File: config.mk
export PLATFORM = sky130hd
export DESIGN_NAME = midi_decode_flat
export DESIGN_NICKNAME = d
export VERILOG_FILES = /design/src/rtl/midi_decode_if.sv /design/src/rtl/midi_decode.sv /design/src/flat_wrapper.sv
export SDC_FILE = /design/constraint.sdc
export NUM_CORES = 1
export LEC_CHECK = 0
export CELL_PAD_IN_SITES_DETAIL_PLACEMENT = 1
export CELL_PAD_IN_SITES_GLOBAL_PLACEMENT = 1
export CORE_MARGIN = 1
export CORE_UTILIZATION = 44
export DETAILED_ROUTE_END_ITERATION = 12
export HOLD_SLACK_MARGIN = 0.02
export PLACE_DENSITY_LB_ADDON = 0.15
export SYNTH_ARGS = -nofsm -noshare
export SYNTH_HDL_FRONTEND = slang
export SYNTH_SLANG_ARGS = --single-unit
File: constraint.sdc
create_clock -name Clock -period 9.7 [get_ports Clock]
set_clock_uncertainty 0.05 [all_clocks]
set_input_delay 1.94 -clock Clock [delete_from_list [all_inputs] [get_ports Clock]]
set_output_delay 1.94 -clock Clock [all_outputs]
set_load 0.05 [all_outputs]
File: src/rtl/midi_decode_if.sv
// midi_decode_if: bundles the FIFO-side handshake and the decoded-note
// outputs of midi_decode into one port.
//   FIFO side   : message, FIFOFull, FIFOEmpty, DataValid (to decoder), read (from decoder)
//   Decode side : decodeType, messageValid, waveReady, messageType, delay, velocity
//   slave  modport - the decoder's view
//   master modport - the view of whoever feeds the FIFO and consumes the note
interface midi_decode_if;
   logic [7:0] message;
   logic       FIFOFull;
   logic       FIFOEmpty;
   logic       DataValid;
   logic       read;
   logic [1:0] decodeType;
   logic       messageValid;
   logic       waveReady;
   logic       messageType;
   logic [9:0] delay;
   logic [7:0] velocity;

   modport slave (
      input  message, FIFOFull, FIFOEmpty, DataValid,
      output read, decodeType, messageValid, waveReady, messageType, delay, velocity
   );

   modport master (
      output message, FIFOFull, FIFOEmpty, DataValid,
      input  read, decodeType, messageValid, waveReady, messageType, delay, velocity
   );
endinterface

File: src/rtl/midi_decode.sv
// midi_decode: pops bytes from a first-word-fall-through MIDI receive FIFO and
// assembles Note On / Note Off messages (status, note, velocity). Each complete
// message produces a one-cycle messageValid/waveReady strobe together with the
// note on/off flag, a 10-bit tone half-period code and the 7-bit velocity.
// Ports:
//   Clock - system clock, rising edge
//   Reset - synchronous, active-high
//   bus   - midi_decode_if.slave: FIFO head byte and flags in, pop strobe,
//           byte classification and decoded note outputs out
module midi_decode (
   input logic         Clock,
   input logic         Reset,
   midi_decode_if.slave bus
);

   typedef enum logic [1:0] {
      S_STATUS,
      S_NOTE,
      S_VEL,
      S_DONE
   } stateT;

   localparam logic [1:0] DT_OTHER    = 2'b00;
   localparam logic [1:0] DT_NOTE_OFF = 2'b01;
   localparam logic [1:0] DT_NOTE_ON  = 2'b10;
   localparam logic [1:0] DT_DATA     = 2'b11;

   stateT      state;
   logic       typeOn;        // latched status: 1 = Note On, 0 = Note Off
   logic [6:0] noteReg;
   logic       messageValidReg;
   logic       messageTypeReg;
   logic [9:0] delayReg;
   logic [7:0] velocityReg;

   logic       avail;
   logic [1:0] decodeType;
   logic       isNoteStatus;
   logic [6:0] noteRem;
   logic [3:0] octave;
   logic [9:0] baseVal;
   logic [9:0] delayNext;

   // Channel nibble is ignored: only the upper nibble selects the type.
   always_comb begin
      decodeType = DT_OTHER;
      if (!bus.message[7])
         decodeType = DT_DATA;
      else if (bus.message[7:4] == 4'h8)
         decodeType = DT_NOTE_OFF;
      else if (bus.message[7:4] == 4'h9)
         decodeType = DT_NOTE_ON;
   end

   assign isNoteStatus = (decodeType == DT_NOTE_OFF) || (decodeType == DT_NOTE_ON);
   assign avail        = bus.DataValid & ~bus.FIFOEmpty;
   // The strobe cycle never pops, so a message always costs at least 4 cycles.
   assign bus.read       = avail && (state != S_DONE);
   assign bus.decodeType = decodeType;

   // Octave/semitone split of the note: restoring compare/subtract against
   // 12 shifted by 3,2,1,0. A 7-bit note gives an octave of at most 10.
   // NOTE: combinational blocks use blocking '=' so each step sees the
   // previous step's remainder within the same evaluation.
   always_comb begin
      noteRem = noteReg;
      octave  = 4'd0;
      if (noteRem >= 7'd96) begin
         noteRem   = noteRem - 7'd96;
         octave[3] = 1'b1;
      end
      if (noteRem >= 7'd48) begin
         noteRem   = noteRem - 7'd48;
         octave[2] = 1'b1;
      end
      if (noteRem >= 7'd24) begin
         noteRem   = noteRem - 7'd24;
         octave[1] = 1'b1;
      end
      if (noteRem >= 7'd12) begin
         noteRem   = noteRem - 7'd12;
         octave[0] = 1'b1;
      end
   end

   // Half-period codes for octave 0, C through B.
   always_comb begin
      baseVal = 10'd1023;
      case (noteRem)
         7'd0:    baseVal = 10'd1023;
         7'd1:    baseVal = 10'd966;
         7'd2:    baseVal = 10'd911;
         7'd3:    baseVal = 10'd860;
         7'd4:    baseVal = 10'd812;
         7'd5:    baseVal = 10'd766;
         7'd6:    baseVal = 10'd723;
         7'd7:    baseVal = 10'd683;
         7'd8:    baseVal = 10'd644;
         7'd9:    baseVal = 10'd608;
         7'd10:   baseVal = 10'd574;
         7'd11:   baseVal = 10'd542;
         default: baseVal = 10'd1023;
      endcase
   end

   assign delayNext = baseVal >> octave;

   // NOTE: sequential state uses non-blocking '<=' so every register samples
   // pre-edge values regardless of statement order.
   always_ff @(posedge Clock) begin
      if (Reset) begin
         state           <= S_STATUS;
         typeOn          <= 1'b0;
         noteReg         <= 7'd0;
         messageValidReg <= 1'b0;
         messageTypeReg  <= 1'b0;
         delayReg        <= 10'd0;
         velocityReg     <= 8'd0;
      end else begin
         messageValidReg <= 1'b0;
         case (state)
            S_STATUS: begin
               if (avail && isNoteStatus) begin
                  typeOn <= (decodeType == DT_NOTE_ON);
                  state  <= S_NOTE;
               end
            end
            S_NOTE: begin
               if (avail) begin
                  if (decodeType == DT_DATA) begin
                     noteReg <= bus.message[6:0];
                     state   <= S_VEL;
                  end else if (isNoteStatus) begin
                     typeOn <= (decodeType == DT_NOTE_ON);
                  end else begin
                     state <= S_STATUS;
                  end
               end
            end
            S_VEL: begin
               if (avail) begin
                  if (decodeType == DT_DATA) begin
                     // Note On with velocity 0 is treated as a note off.
                     messageTypeReg  <= typeOn && (bus.message[6:0] != 7'd0);
                     delayReg        <= delayNext;
                     velocityReg     <= {1'b0, bus.message[6:0]};
                     messageValidReg <= 1'b1;
                     state           <= S_DONE;
                  end else if (isNoteStatus) begin
                     typeOn <= (decodeType == DT_NOTE_ON);
                     state  <= S_NOTE;
                  end else begin
                     state <= S_STATUS;
                  end
               end
            end
            S_DONE: begin
               state <= S_STATUS;
            end
            default: begin
               state <= S_STATUS;
            end
         endcase
      end
   end

   assign bus.messageValid = messageValidReg;
   assign bus.waveReady    = messageValidReg;
   assign bus.messageType  = messageTypeReg;
   assign bus.delay        = delayReg;
   assign bus.velocity     = velocityReg;

endmodule

File: src/flat_wrapper.sv
// flat-port wrapper written by rule: the top's interface ports become plain ports
module midi_decode_flat 
  (Clock, Reset, bus_message, bus_FIFOFull, bus_FIFOEmpty, bus_DataValid, bus_read, bus_decodeType, bus_messageValid, bus_waveReady, bus_messageType, bus_delay, bus_velocity);
  midi_decode_if bus_i ();
  input logic Clock;
  input logic Reset;
  input wire logic [$bits(bus_i.message)-1:0] bus_message;
  input wire logic [$bits(bus_i.FIFOFull)-1:0] bus_FIFOFull;
  input wire logic [$bits(bus_i.FIFOEmpty)-1:0] bus_FIFOEmpty;
  input wire logic [$bits(bus_i.DataValid)-1:0] bus_DataValid;
  output wire logic [$bits(bus_i.read)-1:0] bus_read;
  output wire logic [$bits(bus_i.decodeType)-1:0] bus_decodeType;
  output wire logic [$bits(bus_i.messageValid)-1:0] bus_messageValid;
  output wire logic [$bits(bus_i.waveReady)-1:0] bus_waveReady;
  output wire logic [$bits(bus_i.messageType)-1:0] bus_messageType;
  output wire logic [$bits(bus_i.delay)-1:0] bus_delay;
  output wire logic [$bits(bus_i.velocity)-1:0] bus_velocity;
  assign bus_i.message = bus_message;
  assign bus_i.FIFOFull = bus_FIFOFull;
  assign bus_i.FIFOEmpty = bus_FIFOEmpty;
  assign bus_i.DataValid = bus_DataValid;
  assign bus_read = bus_i.read;
  assign bus_decodeType = bus_i.decodeType;
  assign bus_messageValid = bus_i.messageValid;
  assign bus_waveReady = bus_i.waveReady;
  assign bus_messageType = bus_i.messageType;
  assign bus_delay = bus_i.delay;
  assign bus_velocity = bus_i.velocity;
  midi_decode u_core (.Clock(Clock), .Reset(Reset), .bus(bus_i));
endmodule
---- Word-level counts from Yosys, hierarchy flattened ----
Memories as Yosys holds them, arrays and structs flattened.
Cells that the tools add are included.
operators by class
  add/subtract/negate cells ............... 4
  $lt $le $gt $ge ......................... 4
  eq/ne operators ......................... 16
  shift-type cells ........................ 1
  muxes and demuxes ....................... 26
  bitwise logic cells ..................... 4
  reduce and logical (&&, ||, !) cells .... 14
operator list
  cell                                                                count
  two-way mux 7 bit                                                   4
  two-way mux 2 bit                                                   9
  two-way mux 1 bit                                                   10
  two-way mux 10 bit                                                  1
  != test 2 x 1 -> 1 bit (second input constant)                      5
  right shift 10 x 4 -> 10 bit                                        1
  == test 2 bit (second input constant)                               4
  == test 4 bit (second input constant)                               2
  one-hot mux 2 bit (4 select lines)                                  1
  greater-or-equal comparator 7 x 4 -> 1 bit (second input constant)  1
  greater-or-equal comparator 7 x 5 -> 1 bit (second input constant)  1
  greater-or-equal comparator 7 x 6 -> 1 bit (second input constant)  1
  greater-or-equal comparator 7 bit (second input constant)           1
  nonzero test 7 bit                                                  1
  subtractor 7 x 4 -> 7 bit (second input constant)                   1
  subtractor 7 x 5 -> 7 bit (second input constant)                   1
  subtractor 7 x 6 -> 7 bit (second input constant)                   1
  subtractor 7 bit (second input constant)                            1
  AND reduction 3 bit                                                 2
  AND reduction 5 bit                                                 1
  == test 2 x 1 -> 1 bit (second input constant)                      2
  != test 2 bit (second input constant)                               2
  AND reduction 4 bit                                                 1
  logical AND 1 bit                                                   3
  10 further kinds                                                    12
storage, ports and cells
  register bits after elaboration ......... 29
  bits in read-only memories .............. 144
  input bits .............................. 13
  output and inout port bits .............. 24
  word-level logic and storage cells ...... 77
  memories ................................ 1
memories
  memory            words  width  read ports  clocked after Yosys merged registers in  write ports  line               source
  (name not given)  16     9      1           0                                        0            midi_decode.sv:89  case (noteRem)

---- Depth between registers and ports, before layout ----
Gate-level depths: netlist of the first run.
  word-level depth ........................ 11
  depth in mapped cells ................... 26

---- Least setup slack after synthesis of the first run ----
No wires, ideal clock.
  path type ............................... flip-flop to flip-flop
  start ................................... reg u_core.noteReg[5]
  end ..................................... reg u_core.delayReg[5], in the netlist u_core.bus.delay[5]
  arrival time ............................ 5.053 ns
  data required time ...................... 9.580 ns
  setup slack ............................. 4.527 ns
  cell stages (with the launch flop) ...... 26
  buffers on the path ..................... 2
  cells stage by stage .................... dfxtp_1 > buf_2 > and2b_1 > ha_1 > ha_1 > nand4bb_1 > nand3_1 > o21ai_0 > a221o_1 > ha_1 > buf_2 > or3_1 > o32ai_2 > a211oi_1 > mux2_2 > inv_2 > ha_1 > inv_1 > nor3_1 > a211o_4 > o21ai_2 > a311oi_2 > o22ai_1 > a311oi_1 > o211ai_1 > a21oi_1
on the way
  word-level cells in the longest chain between the ends .. 11
ends and longest elaborated chain
  item                                                                                     line                                  source
  from (decl)                                                                              midi_decode.sv:30                     logic [6:0] noteReg;
  from (signal assigned)                                                                   midi_decode.sv:131                    noteReg <= bus.message[6:0];
  greater-or-equal comparator 7 bit or subtractor 7 bit (tied branches)                    midi_decode.sv:68, midi_decode.sv:69
  two-way mux 7 bit                                                                        midi_decode.sv:68                     if (noteRem >= 7'd96) begin
  subtractor 7 x 6 -> 7 bit or greater-or-equal comparator 7 x 6 -> 1 bit (tied branches)  midi_decode.sv:73, midi_decode.sv:72
  two-way mux 7 bit                                                                        midi_decode.sv:72                     if (noteRem >= 7'd48) begin
  subtractor 7 x 5 -> 7 bit or greater-or-equal comparator 7 x 5 -> 1 bit (tied branches)  midi_decode.sv:77, midi_decode.sv:76
  two-way mux 7 bit                                                                        midi_decode.sv:76                     if (noteRem >= 7'd24) begin
  subtractor 7 x 4 -> 7 bit or greater-or-equal comparator 7 x 4 -> 1 bit (tied branches)  midi_decode.sv:81, midi_decode.sv:80
  two-way mux 7 bit                                                                        midi_decode.sv:80                     if (noteRem >= 7'd12) begin
  memory (16 x 9 bit) or logical NOT 3 bit (tied branches)                                 n/a
  two-way mux 10 bit                                                                       midi_decode.sv:89
  right shift 10 x 4 -> 10 bit *                                                           midi_decode.sv:106                    assign delayNext = baseVal >> octave;
  to (signal assigned)                                                                     midi_decode.sv:145                    delayReg <= delayNext;
  to (decl)                                                                                midi_decode.sv:33                     logic [9:0] delayReg;
Every way passes the cells marked *; elsewhere a longest branch is shown, timed or not.
A chain may end at the register's enable or synchronous reset.

---- Worst setup path in the final report of the first run ----
  start ................................... reg u_core.noteReg[5]
  end ..................................... reg u_core.delayReg[6], in the netlist u_core.bus.delay[6]
Same word-level chain as after synthesis.

==> key figures, run 1 <==
Die
  • Die height: just under 80 um
  • Die area: 6290 um2
  • I/O pins: 37
  • Starting Density: 46.6%
  • Die width: 79.3 um
  • Cell Rows: 27
  • Core area: 5640 um2

Clocking
  • Clock transition at path regs: roughly 0.070 ns
  • CTS tree: done
  • CTS sink count: 29
  • Cts hold-fix bufs: 0
  • Root Driver: clkbuf_8
  • # Post-CTS Setup Buffers: 0
  • CTS resizes: 0
  • Worst skew pair latency: 0.29 ns
  • H-tree levels: 2
  • CTS Buf Count: 5
  • Clk buf depth: 2

Timing
  • Max_slew headroom: 26.3%
  • RSZ-0062 raised after global routing: no
  • Slew of the pin with the lowest slew margin: roughly 1.1 ns
  • Final Setup Violations: 0
  • TNS Setup: 0 ns
  • Pins Over Slew Limit: 0
  • Setup WS post-layout: between 3 and 4 ns
  • F_max: 161 MHz
  • Final Cycle Share: 63.9%
  • Hold Violations, Final: 0
  • Fin crit period: 6.20 ns

Route
  • Post-route DRC: 0
  • Antenna-violating nets left: 0
  • Post-Route WL: 7880 um
  • Wire per inst: 18.1 um
  • Vias per inst: 6.10
  • Vias post-DR: between 2000 and 3000
  • Drt pass-1 iters: 4
  • Iteration-0 DRC Markers: 138

Global routing
  • Largest net degree at the start of global routing: 24
  • Total GRT Usage: 27.1%
  • First-pass GRT wire length: 13500 um
  • Antenna violations before repair: 0
  • GR Overflow Total: 0
  • Vias in the first global route: 2676

Setup path
  • Worst-path cell chain: and2b_1 -> ha_1 -> ha_1 -> nand4bb_1 -> nand3_1 -> o21ai_0 -> a221o_1 -> ha_1 -> or3_1 -> a21oi_1 -> or3_1 -> mux2_2 -> inv_2 -> ha_1 -> inv_1 -> nor3_1 -> a211o_4 -> o21ai_2 -> a311oi_2 -> nor4_2 -> mux2i_1 -> o211ai_1 -> a21oi_1
  • Worst Reg-to-Reg Cells: 23
  • CP max stage cell: dfxtp_1
  • Crit path depth: 23
  • CP startpoint: u_core.noteReg[5]
  • CP Class: reg -> reg
  • Crit path top cell by count: ha_1
  • Worst endpoint required time: 9.80 ns
  • WP data arrival: roughly 6.3 ns
  • Worst-path maximum fanout: 11
  • Crit end category: flip-flop
  • Crit path buf inv count: 2
  • Crit Reg-Reg Startpoint: u_core.noteReg[5]
  • CP startpoint kind: flip-flop
  • Critical path's top delay family: compound AO/OA/AOI/OAI gates
  • Slowest stage delay, CP: 0.60 ns

Power
  • Max IR drop VDD: 0.000112 V
  • Gate power share: 22.7%
  • Clock power frac: 40.2%
  • Power Dens Cells: 108 nW/um2
  • Switching share of total power: 29.9%
  • Leak pwr: about 1.2 nW
  • Total power: between 300 and 400 uW
  • Seq pwr share: 37.1%
  • Net Switching: about 100 uW
  • Power Internal: 234 uW

Worst hold path
  • Worst hold path class: reg -> reg
  • Hold_sp: u_core.bus.velocity[4]
  • Min-Delay Path Depth: 2

Yosys
  • Syn. warnings: 0
  • #FFs+latches synth: 29
  • Syn Nets: 367
  • Async SR Flop Fraction: 0%
  • Register area share after synthesis: 22.1%
  • Synth area leaders: dfxtp_1 (22%), ha_1 (8.6%), nand2_1 (6.9%)
  • Distinct cells, synth: 73
  • Cell Area, Synth: 2630 um2
  • Yosys top cell area share: 22.1%
  • Synth Area per Inst: 7.83 um2
  • Area leader, netlist: dfxtp_1
  • Top_reg_cell synth: dfxtp_1
  • EDFF count, synth: 0
  • Synthesized instance count: 336

Place
  • Hpwl dp: about 5900 um
  • Input/output buffers: 34
  • Gpl congestion: 0.877
  • Place WS: ~3.6 ns

Finish
  • Post-layout util: 55.0%
  • Synth-to-Final Area Change: 17.9%
  • Most common library cell in the layout ignoring fill and taps: nand2_1
  • Final-stage net count: 392
  • Fraction of layout cells with a size suffix above 1: between 10% and 20%
  • ANT cells: 0
  • Commonest non-fill, non-tap cells in the layout: nand2_1 (48), clkdlybuf4s50_1 (34), dfxtp_1 (29), a21oi_1 (27), nor2_1 (26)

Flow run
  • Max-cap check violation count: 0

Outcome
  • Status: completed
kinds of logic (layout without fill, tap and decap cells):
group,after synthesis,after routing,share of synthesized area (%)
other,1,1,0.143
buffers and inverters,36,62,6.28
adder cells (fa/ha/maj),18,18,8.56
AND/OR/NAND/NOR,127,127,24.9
XOR/XNOR,2,2,0.666
multiplexers,13,13,5.52
flip-flops,29,29,22.1
AO/OA/AOI/OAI,110,110,31.8
worst paths after layout:
kind	end	slack, ns
worst max-delay path	u_core.bus.delay[6]	3.50
worst min-delay path	u_core.bus.velocity[4]	0.41
worst max register to register	u_core.bus.delay[6]	3.50
worst min register to register	u_core.bus.velocity[4]	0.41
worst min-delay path, cell delays in order, from the launching register on:
cell	delay, ns
dfxtp_1	0.31
nand2_1	0.05
a21oi_1	0.05
through the flow:
stage | std cells | area [um2] | hold WS (ns)
6_report | 434 | 3100 | 0.405
5_1_grt | 434 | 3100 | 0.441
4_1_cts | 434 | 3100 | 0.408
3_5_place_dp | 426 | 2980 | 0.400
3_3_place_gp | 426 | 2980 | 0.391
2_1_floorplan | 336 | 2630 | 0.393
area by class of cell:
type,count,area (um2)
inverter,17,63.8
clock inverter,2,37.5
clock buffer,6,82.6
multi-input combinational,271,1880
timing repair buffer,37,363
tap,72,90.1
sequential,29,581
fill,699,2540
cells in the mapped netlist, types with 2 or more instances:
cell,n
mux2_2,2
nand2_1,48
o221ai_1,3
a211oi_1,5
ha_1,18
a21oi_2,2
nand2b_1,2
o2111ai_1,2
clkbuf_1,9
o21ai_1,2
nor2_1,26
a22oi_1,5
nor3_2,2
a32oi_1,5
dfxtp_1,29
a31oi_1,5
buf_2,6
nor2b_1,3
o311ai_1,2
o21ai_0,15
buf_4,2
nor3_1,7
nor3b_1,2
nor4_2,2
mux2i_1,10
inv_2,2
nand3_1,13
and3_1,3
or3_1,5
inv_1,15
buf_6,2
o211ai_1,6
o22ai_1,6
o311ai_0,2
a311oi_1,2
o32ai_2,3
a21oi_1,27
metal layers:
metal / part of all wire [%] / global-route usage (%) / vias to the layer above
met4: 1.6 / 8.91 / 0
met3: 3.6 / 3.91 / 12
li1: - / - / 1296
met1: 49 / 37.1 / 1285
met5: 0 / 0 / -
met2: 46 / 43.4 / 55
power groups by stage:
stage / Clock, mW / Sequential [mW] / Combinational, mW
floorplan: 0 / 0.126 / 0.0543
global placement: 0 / 0.126 / 0.0729
detailed placement: 0 / 0.127 / 0.0740
CTS: 0.135 / 0.124 / 0.0748
global route: 0.140 / 0.124 / 0.0832
finish: 0.134 / 0.124 / 0.0757
sequential cells by signal, summed over array words and instances, names as in the netlist:
name	count
u_core.noteReg	7
u_core.bus.messageValid	1
u_core.bus.messageType	1
u_core.bus.delay	10
u_core.bus.velocity	7
u_core.typeOn	1
u_core.state	2
Note: power is estimated with default switching activity, not from simulation.
==> run 2, diff against run 1 <==
CORE_UTILIZATION = 41   (was 44)
clock period = 6 ns   (was 9.7 ns; I/O delays follow)
==> key figures, run 2 (synthesis gave the netlist of run 1 again) <==
Clocking
  • CTS Buf Count: 5 (unchanged)
  • CTS resizes: 0 (unchanged)
  • Root Driver: clkbuf_8
  • Cts hold-fix bufs: 0 (unchanged)
  • # Post-CTS Setup Buffers: 0 (unchanged)
  • Clock transition at path regs: 0.07 ns (about the same)
  • CTS tree: done
  • CTS sink count: 29 (unchanged)
  • Clk buf depth: 2 (unchanged)
  • Worst skew pair latency: 0.28 ns (about the same)
  • H-tree levels: 2 (unchanged)

Timing
  • Slew of the pin with the lowest slew margin: 0.732 ns (-0.357 ns)
  • WHS: 0.408 ns (+0.00307 ns)
  • Fin crit period: 5.58 ns (-0.618 ns)
  • Pins Over Slew Limit: 0 (unchanged)
  • Final Setup Violations: 0 (unchanged)
  • Final Cycle Share: 93.0% (+29 points)
  • Max_slew headroom: 50.5% (+24 points)
  • TNS Setup: 0 ns (unchanged)
  • F_max: 179 MHz (+11%)
  • Hold Violations, Final: 0 (unchanged)
  • Setup WS post-layout: 0.417 ns (-3.08 ns)
  • RSZ-0062 raised after global routing: no

Place
  • Place WS: 0.455 ns (-3.17 ns)
  • Hpwl dp: 6310 um (+7.3%)
  • Gpl congestion: 0.901 (+2.8%)
  • Placed inst area: 3110 um2 (+4.4%)
  • Placed cells: 446 (+4.7%)
  • Input/output buffers: 34 (unchanged)

Worst hold path
  • Worst hold path class: reg -> reg
  • Min-Delay Path Depth: 2 (unchanged)

Die
  • Cell Rows: 28 (+3.7%)
  • Die area: 6740 um2 (+7.1%)
  • Die width: 82.1 um (+3.5%)
  • Die height: 82.1 um (+3.5%)
  • Starting Density: 43.4% (-3.2 points)
  • I/O pins: 37 (unchanged)
  • Core area: 6060 um2 (+7.4%)

Setup path
  • Worst Reg-to-Reg Cells: 24 (+4.3%)
  • Worst reg2reg setup slack: 0.42 ns (-3.08 ns)
  • WP data arrival: 5.72 ns (-0.59 ns)
  • CP startpoint kind: flip-flop
  • Worst-path maximum fanout: 8 (-3)
  • Crit path top cell by count: ha_1
  • Slowest stage delay, CP: 0.44 ns (-0.16 ns)
  • Crit end category: flip-flop
  • Worst-path cell chain: and2b_1 -> ha_1 -> ha_1 -> nand4bb_1 -> nand3_1 -> o21ai_0 -> a221o_1 -> ha_1 -> or3_1 -> o32ai_2 -> a211oi_1 -> mux2_2 -> inv_2 -> ha_1 -> inv_1 -> nor3_1 -> a211o_4 -> o21ai_2 -> buf_4 -> a31oi_1 -> o22ai_2 -> a311oi_1 -> o31ai_1 -> o32ai_1
  • Worst endpoint required time: 6.14 ns (-3.66 ns)
  • CP max stage cell: dfxtp_1
  • CP Class: reg -> reg

Route
  • Post-Route WL: 8290 um (+5.2%)
  • Drt pass-1 iters: 4 (unchanged)
  • Antenna-violating nets left: 0 (unchanged)
  • Wire per inst: 18.3 um (+0.58%)
  • Vias post-DR: 2720 (+2.7%)
  • Post-route DRC: 0 (unchanged)
  • Iteration-0 DRC Markers: 122 (-12%)
  • Vias per inst: 5.99 (-1.8%)

Finish
  • Reg area: 581 um2 (unchanged)
  • Synth-to-Final Area Change: 22.9%
  • Post-Layout Inst Area: 3230 um2 (+4.2%)
  • Fillers: 767 (+9.7%)
  • Final-stage net count: 409 (+4.3%)
  • Post-layout util: 53.3% (-1.6 points)
  • Fin cells: 454 (+4.6%)
  • ANT cells: 0 (unchanged)
  • Most common library cell in the layout ignoring fill and taps: nand2_1
  • Max FFs per register: 10 (unchanged)
  • Area taken by multi-input logic gates: 1880 um2 (unchanged)
  • Fraction of layout cells with a size suffix above 1: 15.8% (+4.0 points)
  • Commonest non-fill, non-tap cells in the layout: nand2_1 (48), clkdlybuf4s50_1 (34), dfxtp_1 (29), a21oi_1 (27), nor2_1 (26)

Power
  • Total power: 544 uW (+63%)
  • Power Internal: 383 uW (+64%)
  • Seq pwr share: 36.6% (-0.5 points)
  • Max IR drop VDD: 0.000120 V (+6.5%)
  • Gate power share: 24.0% (+1.3 points)
  • Clock power frac: 39.4% (-0.8 points)
  • Switching share of total power: 29.7% (-0.21 points)
  • Power Dens Cells: 168 nW/um2 (+56%)
  • Net Switching: 161 uW (+62%)
  • Leak pwr: 1.24 nW (+7.3%)

Global routing
  • GR Overflow Total: 0 (unchanged)
  • Total GRT Usage: 25.5% (-1.6 points)
  • First-pass GRT wire length: 13200 um (-2.3%)
  • Vias in the first global route: 2686 (+0.37%)
  • Antenna violations before repair: 0 (unchanged)
  • Largest net degree at the start of global routing: 23 (-4.2%)

Flow run
  • Max-cap check violation count: 0 (unchanged)

Outcome
  • Status: completed
[run 2: changes by cell type in the layout (fill, tap and decap cells not counted)]
cell | before | now
buf_4 | 3 | 20
[run 2: power by group through the flow]
| stage | Clock [mW] | Sequential, mW | Combinational [mW] |
|---|---|---|---|
| 2_1_floorplan | 0 | 0.203 | 0.0878 |
| 3_3_place_gp | 0 | 0.203 | 0.126 |
| 3_5_place_dp | 0 | 0.203 | 0.128 |
| 4_1_cts | 0.218 | 0.199 | 0.129 |
| 5_1_grt | 0.224 | 0.199 | 0.142 |
| 6_report | 0.214 | 0.199 | 0.131 |
[run 2: path summary, 6_finish.rpt]
path / from / end
max: u_core.noteReg[5] / u_core.bus.delay[1]
min: u_core.bus.velocity[0] / u_core.bus.velocity[0]
max reg2reg: u_core.noteReg[5] / u_core.bus.delay[1]
min reg2reg: u_core.bus.velocity[0] / u_core.bus.velocity[0]
[run 2: layout make-up]
type                            count  share of cell area [%]
Clock buffer                        6                    2.55
Clock inverter                      2                    1.16
Inverter                           17                    1.97
Multi-Input combinational cell    271                    58.3
Sequential cell                    29                    18.0
Tap cell                           75                    2.90
Timing Repair Buffer               54                    15.2
[run 2: per-layer routing]
layer,track usage [%],part of all wire (%)
met4,5.96,0.97
met1,33.8,48
met5,0,0
met2,43.1,47
met3,4.29,4.3
[run 2: critical path: cells and delay by family (launching register included)]
kind	cells	cell delay, ns
adder cells (fa/ha/maj)	4	0.78
AO/OA/AOI/OAI	11	2.20
multiplexers	1	0.35
buffers and inverters	3	0.34
AND/OR/NAND/NOR	5	1.32
flip-flops	1	0.44
==> run 3, diff against run 2 <==
--- a/config.mk
+++ b/config.mk
@@ -14,2 +14,3 @@
 export PLACE_DENSITY_LB_ADDON = 0.15
+export SKIP_CTS_REPAIR_TIMING = 1
 export SYNTH_ARGS = -nofsm -noshare
--- a/constraint.sdc
+++ b/constraint.sdc
@@ -4,2 +4,2 @@
 set_output_delay 1.2 -clock Clock [all_outputs]
-set_load 0.05 [all_outputs]
+set_load 0.02 [all_outputs]
==> results of run 3 <==
The final DEF is identical to that of run 2. Status: completed.
Main changes from that run: total power 0.544 mW -> 0.540 mW
